## src/rtl/pipeline_hazard_ctrl.sv

```systemverilog
// -----------------------------------------------------------------------------
// pipeline_hazard_ctrl
//
// Stall / flush / forwarding control for a 5-stage in-order pipeline, with a
// data-cache miss freeze, a refill watchdog and two performance counters.
//
// Ports:
//   clk, rst_n                 clock, asynchronous active-low reset
//   Rs1_d, Rs2_d               source registers of the instruction in D
//   Rs1_e, Rs2_e, Rd_e         source/destination registers in E
//   RegWrite_e, ResultSrc_e    E writes the register file / E result source
//   PCSrc_e                    taken branch or jump resolved in E
//   Rd_m, RegWrite_m           destination / write enable in M
//   Rd_w, RegWrite_w           destination / write enable in W
//   mem_req_m, cache_miss_m    data-cache access in M and its miss indication
//   refill_done                one-cycle pulse: refill complete
//   en_f, en_d, en_e, en_m     advance enables for PC/F-D, D-E, E-M, M-W regs
//   flush_d_n, flush_e_n       active-low flushes for F-D and D-E registers
//   ForwardA_e, ForwardB_e     00 = register file, 01 = W result, 10 = M ALU
//   miss_busy                  miss FSM is not in RUN
//   timeout_err                sticky refill-timeout flag
//   stall_cycles               cycles with en_d low
//   miss_count                 RUN -> MISS transitions
// -----------------------------------------------------------------------------
module pipeline_hazard_ctrl #(
    parameter int unsigned                 REG_ADDR_WIDTH = 5,
    parameter int unsigned                 SRC_WIDTH      = 2,
    parameter logic [SRC_WIDTH-1:0]        LOAD_SRC       = 2'b01,
    parameter int unsigned                 CNT_WIDTH      = 32,
    parameter int unsigned                 MISS_TIMEOUT   = 255
) (
    input  logic                      clk,
    input  logic                      rst_n,
    input  logic [REG_ADDR_WIDTH-1:0] Rs1_d,
    input  logic [REG_ADDR_WIDTH-1:0] Rs2_d,
    input  logic [REG_ADDR_WIDTH-1:0] Rs1_e,
    input  logic [REG_ADDR_WIDTH-1:0] Rs2_e,
    input  logic [REG_ADDR_WIDTH-1:0] Rd_e,
    input  logic                      RegWrite_e,
    input  logic [SRC_WIDTH-1:0]      ResultSrc_e,
    input  logic                      PCSrc_e,
    input  logic [REG_ADDR_WIDTH-1:0] Rd_m,
    input  logic                      RegWrite_m,
    input  logic [REG_ADDR_WIDTH-1:0] Rd_w,
    input  logic                      RegWrite_w,
    input  logic                      mem_req_m,
    input  logic                      cache_miss_m,
    input  logic                      refill_done,
    output logic                      en_f,
    output logic                      en_d,
    output logic                      en_e,
    output logic                      en_m,
    output logic                      flush_d_n,
    output logic                      flush_e_n,
    output logic [1:0]                ForwardA_e,
    output logic [1:0]                ForwardB_e,
    output logic                      miss_busy,
    output logic                      timeout_err,
    output logic [CNT_WIDTH-1:0]      stall_cycles,
    output logic [CNT_WIDTH-1:0]      miss_count
);

    localparam logic [1:0] ST_RUN    = 2'b00;
    localparam logic [1:0] ST_MISS   = 2'b01;
    localparam logic [1:0] ST_REPLAY = 2'b10;

    localparam int unsigned           TMR_W   = (MISS_TIMEOUT < 2) ? 1 : $clog2(MISS_TIMEOUT + 1);
    localparam logic [TMR_W-1:0]      TMR_MAX = TMR_W'(MISS_TIMEOUT);

    logic [1:0]       state;
    logic [1:0]       state_nxt;
    logic [TMR_W-1:0] timer;
    logic             miss_start;
    logic             next_freeze;
    logic             load_use;

    function automatic logic [1:0] fwd_sel(input logic [REG_ADDR_WIDTH-1:0] rs);
        logic [1:0] sel;
        sel = 2'b00;
        if (RegWrite_m && (Rd_m != '0) && (Rd_m == rs))
            sel = 2'b10;
        else if (RegWrite_w && (Rd_w != '0) && (Rd_w == rs))
            sel = 2'b01;
        return sel;
    endfunction

    assign miss_start  = (state == ST_RUN) && mem_req_m && cache_miss_m;
    // The cycle that detects the miss is frozen too, before state reaches MISS.
    assign next_freeze = (state != ST_RUN) || (mem_req_m && cache_miss_m);
    assign load_use    = (ResultSrc_e == LOAD_SRC) && RegWrite_e && (Rd_e != '0) &&
                         ((Rd_e == Rs1_d) || (Rd_e == Rs2_d));

    always_comb begin
        state_nxt = ST_RUN;
        case (state)
            ST_RUN:    state_nxt = miss_start ? ST_MISS : ST_RUN;
            ST_MISS:   state_nxt = refill_done ? ST_REPLAY : ST_MISS;
            ST_REPLAY: state_nxt = ST_RUN;
            default:   state_nxt = ST_RUN;
        endcase
    end

    always_comb begin
        en_f       = 1'b1;
        en_d       = 1'b1;
        en_e       = 1'b1;
        en_m       = 1'b1;
        flush_d_n  = 1'b1;
        flush_e_n  = 1'b1;
        ForwardA_e = 2'b00;
        ForwardB_e = 2'b00;
        miss_busy  = 1'b0;
        if (!rst_n) begin
            // Hold the pipeline cleared while reset is asserted.
            flush_d_n = 1'b0;
            flush_e_n = 1'b0;
        end else begin
            ForwardA_e = fwd_sel(Rs1_e);
            ForwardB_e = fwd_sel(Rs2_e);
            miss_busy  = (state != ST_RUN);
            if (next_freeze) begin
                // Flush overrides en at the consumer, so it stays off while frozen.
                en_f = 1'b0;
                en_d = 1'b0;
                en_e = 1'b0;
                en_m = 1'b0;
            end else if (PCSrc_e) begin
                flush_d_n = 1'b0;
                flush_e_n = 1'b0;
            end else if (load_use) begin
                en_f      = 1'b0;
                en_d      = 1'b0;
                flush_e_n = 1'b0;
            end
        end
    end

    always_ff @(posedge clk or negedge rst_n) begin
        if (!rst_n) begin
            state        <= ST_RUN;
            timer        <= '0;
            timeout_err  <= 1'b0;
            stall_cycles <= '0;
            miss_count   <= '0;
        end else begin
            state <= state_nxt;
            if (!en_d)
                stall_cycles <= stall_cycles + CNT_WIDTH'(1);
            if (miss_start) begin
                miss_count <= miss_count + CNT_WIDTH'(1);
                timer      <= '0;
            end else if (state == ST_MISS) begin
                if (timer != TMR_MAX)
                    timer <= timer + TMR_W'(1);
                // Raised on the edge that makes the timer reach the limit.
                if (timer >= TMR_MAX - TMR_W'(1))
                    timeout_err <= 1'b1;
            end
        end
    end

endmodule
```

## config.mk

```make
export PLATFORM = sky130hd
export DESIGN_NAME = pipeline_hazard_ctrl
export DESIGN_NICKNAME = d
export VERILOG_FILES = /design/src/rtl/pipeline_hazard_ctrl.sv
export SDC_FILE = /design/constraint.sdc
export NUM_CORES = 1
export LEC_CHECK = 0
export CAP_MARGIN = 20
export CORE_ASPECT_RATIO = 1.4
export CORE_MARGIN = 10
export CORE_UTILIZATION = 47
export CTS_CLUSTER_SIZE = 8
export DETAILED_ROUTE_END_ITERATION = 16
export PLACE_DENSITY = 0.86
export SYNTH_ARGS = -nofsm -noshare
export SYNTH_HDL_FRONTEND = slang
export SYNTH_SLANG_ARGS = --single-unit
```

## constraint.sdc

```tcl
create_clock -name clk -period 2.8 [get_ports clk]
set_clock_uncertainty 0.05 [all_clocks]
set_input_delay 0.56 -clock clk [delete_from_list [all_inputs] [get_ports clk]]
set_output_delay 0.56 -clock clk [all_outputs]
set_load 0.05 [all_outputs]
```

==> results.json <==
{
  "grt_usage": 0.174,
  "nets": 576,
  "cts.htree.levels": 3,
  "cts_hold_buf": 0,
  "postSynthAreaPerCell_sq_um": 10.8,
  "rsz0062_at_grt": "no",
  "cts_tree": "yes",
  "r2r_start": "stall_cycles[15]$_DFFE_PN0N_",
  "slew_headroom": 0.526,
  "mostFrequentLayoutCells": "clkdlybuf4s50_1, dfrtp_1, xor2_1",
  "swShare": 0.347,
  "r2r-end": "stall_cycles[31]$_DFFE_PN0N_",
  "ant_nets": 0,
  "start_util": 0.476,
  "p_int_mw": 2.25,
  "synth_top_area_frac": 0.464,
  "reg2reg_slack_ns": 0.67,
  "grt_overflow_total": 0,
  "layout-drive-gt1-share": 0.186,
  "syn2layout_area_growth_pct": 49.4,
  "wl_um": 11000,
  "first_global_vias": 3724,
  "die_h_um": 130,
  "max_slew.worst_pin.slew_ns": 0.709,
  "critical_path_class": "in -> out",
  "layout_min_cycle_time_ns": 2.77,
  "antenna_found_initial": 0,
  "gp_congestion": 0.909,
  "synth-warning-count": 0,
  "clock_latency_ns": 0.34,
  "ys_ff_latch": 75,
  "clk_pin_slew_ns": 0.06,
  "cpMaxStageDelayCell": "or4_4",
  "die_w_um": 98.4,
  "finalCritPeriodShare": 0.990,
  "ys.flop_type": "dfrtp_1",
  "grt_first_pass_wirelength_um": 18200,
  "synth.distinct_cells": 44,
  "synth-edff-count": 0,
  "seqPwrFrac": 0.382,
  "hpwl_um": 8320,
  "min-delay-path-class": "in -> async",
  "avgViaCountPerCell": 5.34,
  "clock_power_share": 0.330,
  "drtIter0Drc": 197,
  "synth_nets": 426,
  "status": "complete, no violations",
  "ir_drop_mv": 0.716,
  "dr.pass1.iters": 4,
  "portBuffers": 121,
  "vias": 3396,
  "hold_viol": 0,
  "critical-path-top-delay-family": "simple AND/OR/NAND/NOR gates",
  "cts_buffer_depth": 2,
  "drc_errors": 0,
  "drv_slew": 0,
  "die_area_sq_um": 12800,
  "antenna_cells": 0,
  "critPathMaxStageDelay_ns": 0.56,
  "p_per_area_nw_per_um2": 569,
  "total_power_mw": 3.44,
  "synth.yosys.seq_area_share": 0.464,
  "routedWlPerCell_um": 17.2,
  "final_common_cell": "clkdlybuf4s50_1",
  "fmax_mhz": 361,
  "power_switching_mw": 1.19,
  "syn_inst": 376,
  "cts.sinks": 75,
  "startpoint_type": "input pin",
  "dpl.cell_count": 619,
  "worstSetupEndpointType": "output pin",
  "fin_cells": 636,
  "path_cells": "clkdlybuf4s50_1 > or4_4 > o21ai_4 > nor2_1 > a21boi_2 > buf_12",
  "p_leak_nw": 2.75,
  "maxCapViolCount": 0,
  "async_flop_share": 1.00,
  "num_rows": 40,
  "required_ns": 2.19,
  "core_area_sq_um": 8510,
  "numCtsBuffers": 9,
  "reg2regPathDepth": 6,
  "crit_fanout": 3,
  "setup_viol": 0,
  "crit_arrival_ns": 2.16,
  "ioPinCount": 122,
  "synth_area_leaders": "dfrtp_1, xor2_1, xnor2_1, nor4_2, nand2_1",
  "setup_tns_ns": 0,
  "cp.buffers_inverters": 2,
  "grt_max_degree": 54,
  "share_comb_of_total_power": 0.288,
  "yosysTopAreaCell": "dfrtp_1",
  "synth_area_sq_um": 4050,
  "ctsRootBufferMaster": "clkbuf_16"
}
## metal layers
metal | share of wire | wire (um) | track usage | vias up
met5 | 0 | 0 | 0 | -
met2 | 0.51 | 5580 | 0.312 | 112
met3 | 0.090 | 984 | 0.0762 | 21
met1 | 0.38 | 4190 | 0.176 | 1649
li1 | - | - | - | 1614
met4 | 0.019 | 213 | 0.0575 | 0
## cells by family (layout without fill, tap and decap cells)
kind of cell               after synthesis  after routing  synth area share
buffers and inverters                   20            175            0.0294
xor gates and xnor gates                97             97             0.210
and+or+nand+nor                        164            164             0.256
adders and majority gates                4              4            0.0124
AOI/OAI and AO/OA                       13             13            0.0207
muxes                                    3              3           0.00773
DFF                                     75             75             0.464
## sequential cells by signal, summed over array words and instances (netlist names)
signal / cells
timeout_err: 1
state: 2
miss_count: 32
timer: 8
stall_cycles: 32
## layout make-up
| class | count | area, sq um |
|---|---|---|
| tap | 105 | 131 |
| clock inverter | 4 | 31.3 |
| timing repair buffer | 151 | 1540 |
| inverter | 8 | 30.0 |
| clock buffer | 12 | 267 |
| fill | 626 | 2460 |
| sequential | 75 | 1880 |
| multi-input combinational | 281 | 2170 |
## cell usage after synthesis, types with 8 or more instances
cell / instances
dfrtp_1: 75
xor2_1: 66
nand2_1: 31
xnor2_1: 31
nor2_1: 26
nand3_1: 21
nand4_1: 14
nor4_2: 12
and3_1: 11
and4_1: 9
inv_1: 8
nor4b_1: 8
## worst max-delay path by stage
stage                          to  cells after the start  slack [ns]     from
floorplan                    en_f                      5       -0.02  Rd_e[1]
global placement    ForwardB_e[0]                      6       -0.15  Rd_m[1]
global route                 en_f                      8       0.003  Rd_e[2]
CTS                 ForwardB_e[0]                      6       0.002  Rd_w[3]
detailed placement  ForwardB_e[0]                      6       -0.26  Rd_m[1]
finish                  flush_e_n                      6        0.03  Rd_e[1]
## through the flow
step | hold WS [ns] | util | instance area [sq um] | setup WS (ns)
finish | 0.178 | 0.710 | 6040 | 0.0270
global route | 0.203 | 0.710 | 6040 | 0.00320
CTS | 0.179 | 0.709 | 6030 | 0.00205
detailed placement | 0.400 | 0.667 | 5670 | -0.262
global placement | 0.405 | 0.667 | 5670 | -0.150
floorplan | 0.214 | - | 4080 | -0.0239
## power by group through the flow
stage | combinational (mW) | sequential (mW) | clock (mW)
2_1_floorplan | 0.341 | 1.55 | 0
3_3_place_gp | 0.959 | 1.32 | 0
3_5_place_dp | 0.982 | 1.33 | 0
4_1_cts | 0.999 | 1.31 | 1.16
5_1_grt | 1.06 | 1.34 | 1.21
6_report | 0.990 | 1.32 | 1.14
## repair_timing
action / in CTS / in global routing
endpoints found under the hold margin: 0 / 0
pin swaps: 9 / 8
setup endpoints to repair: 7 / 6
resized for setup: 31 / 14
buffers inserted: 1 / 0
cloned: 0 / 0
## worst register-to-register path, cell delays in order (launching register included)
cell	delay, ns
dfrtp_1	0.43
and4_1	0.28
nor4b_1	0.34
and4_1	0.29
nand4_1	0.17
nor4b_2	0.31
xor2_1	0.18
(Power assumes the default switching activity.)
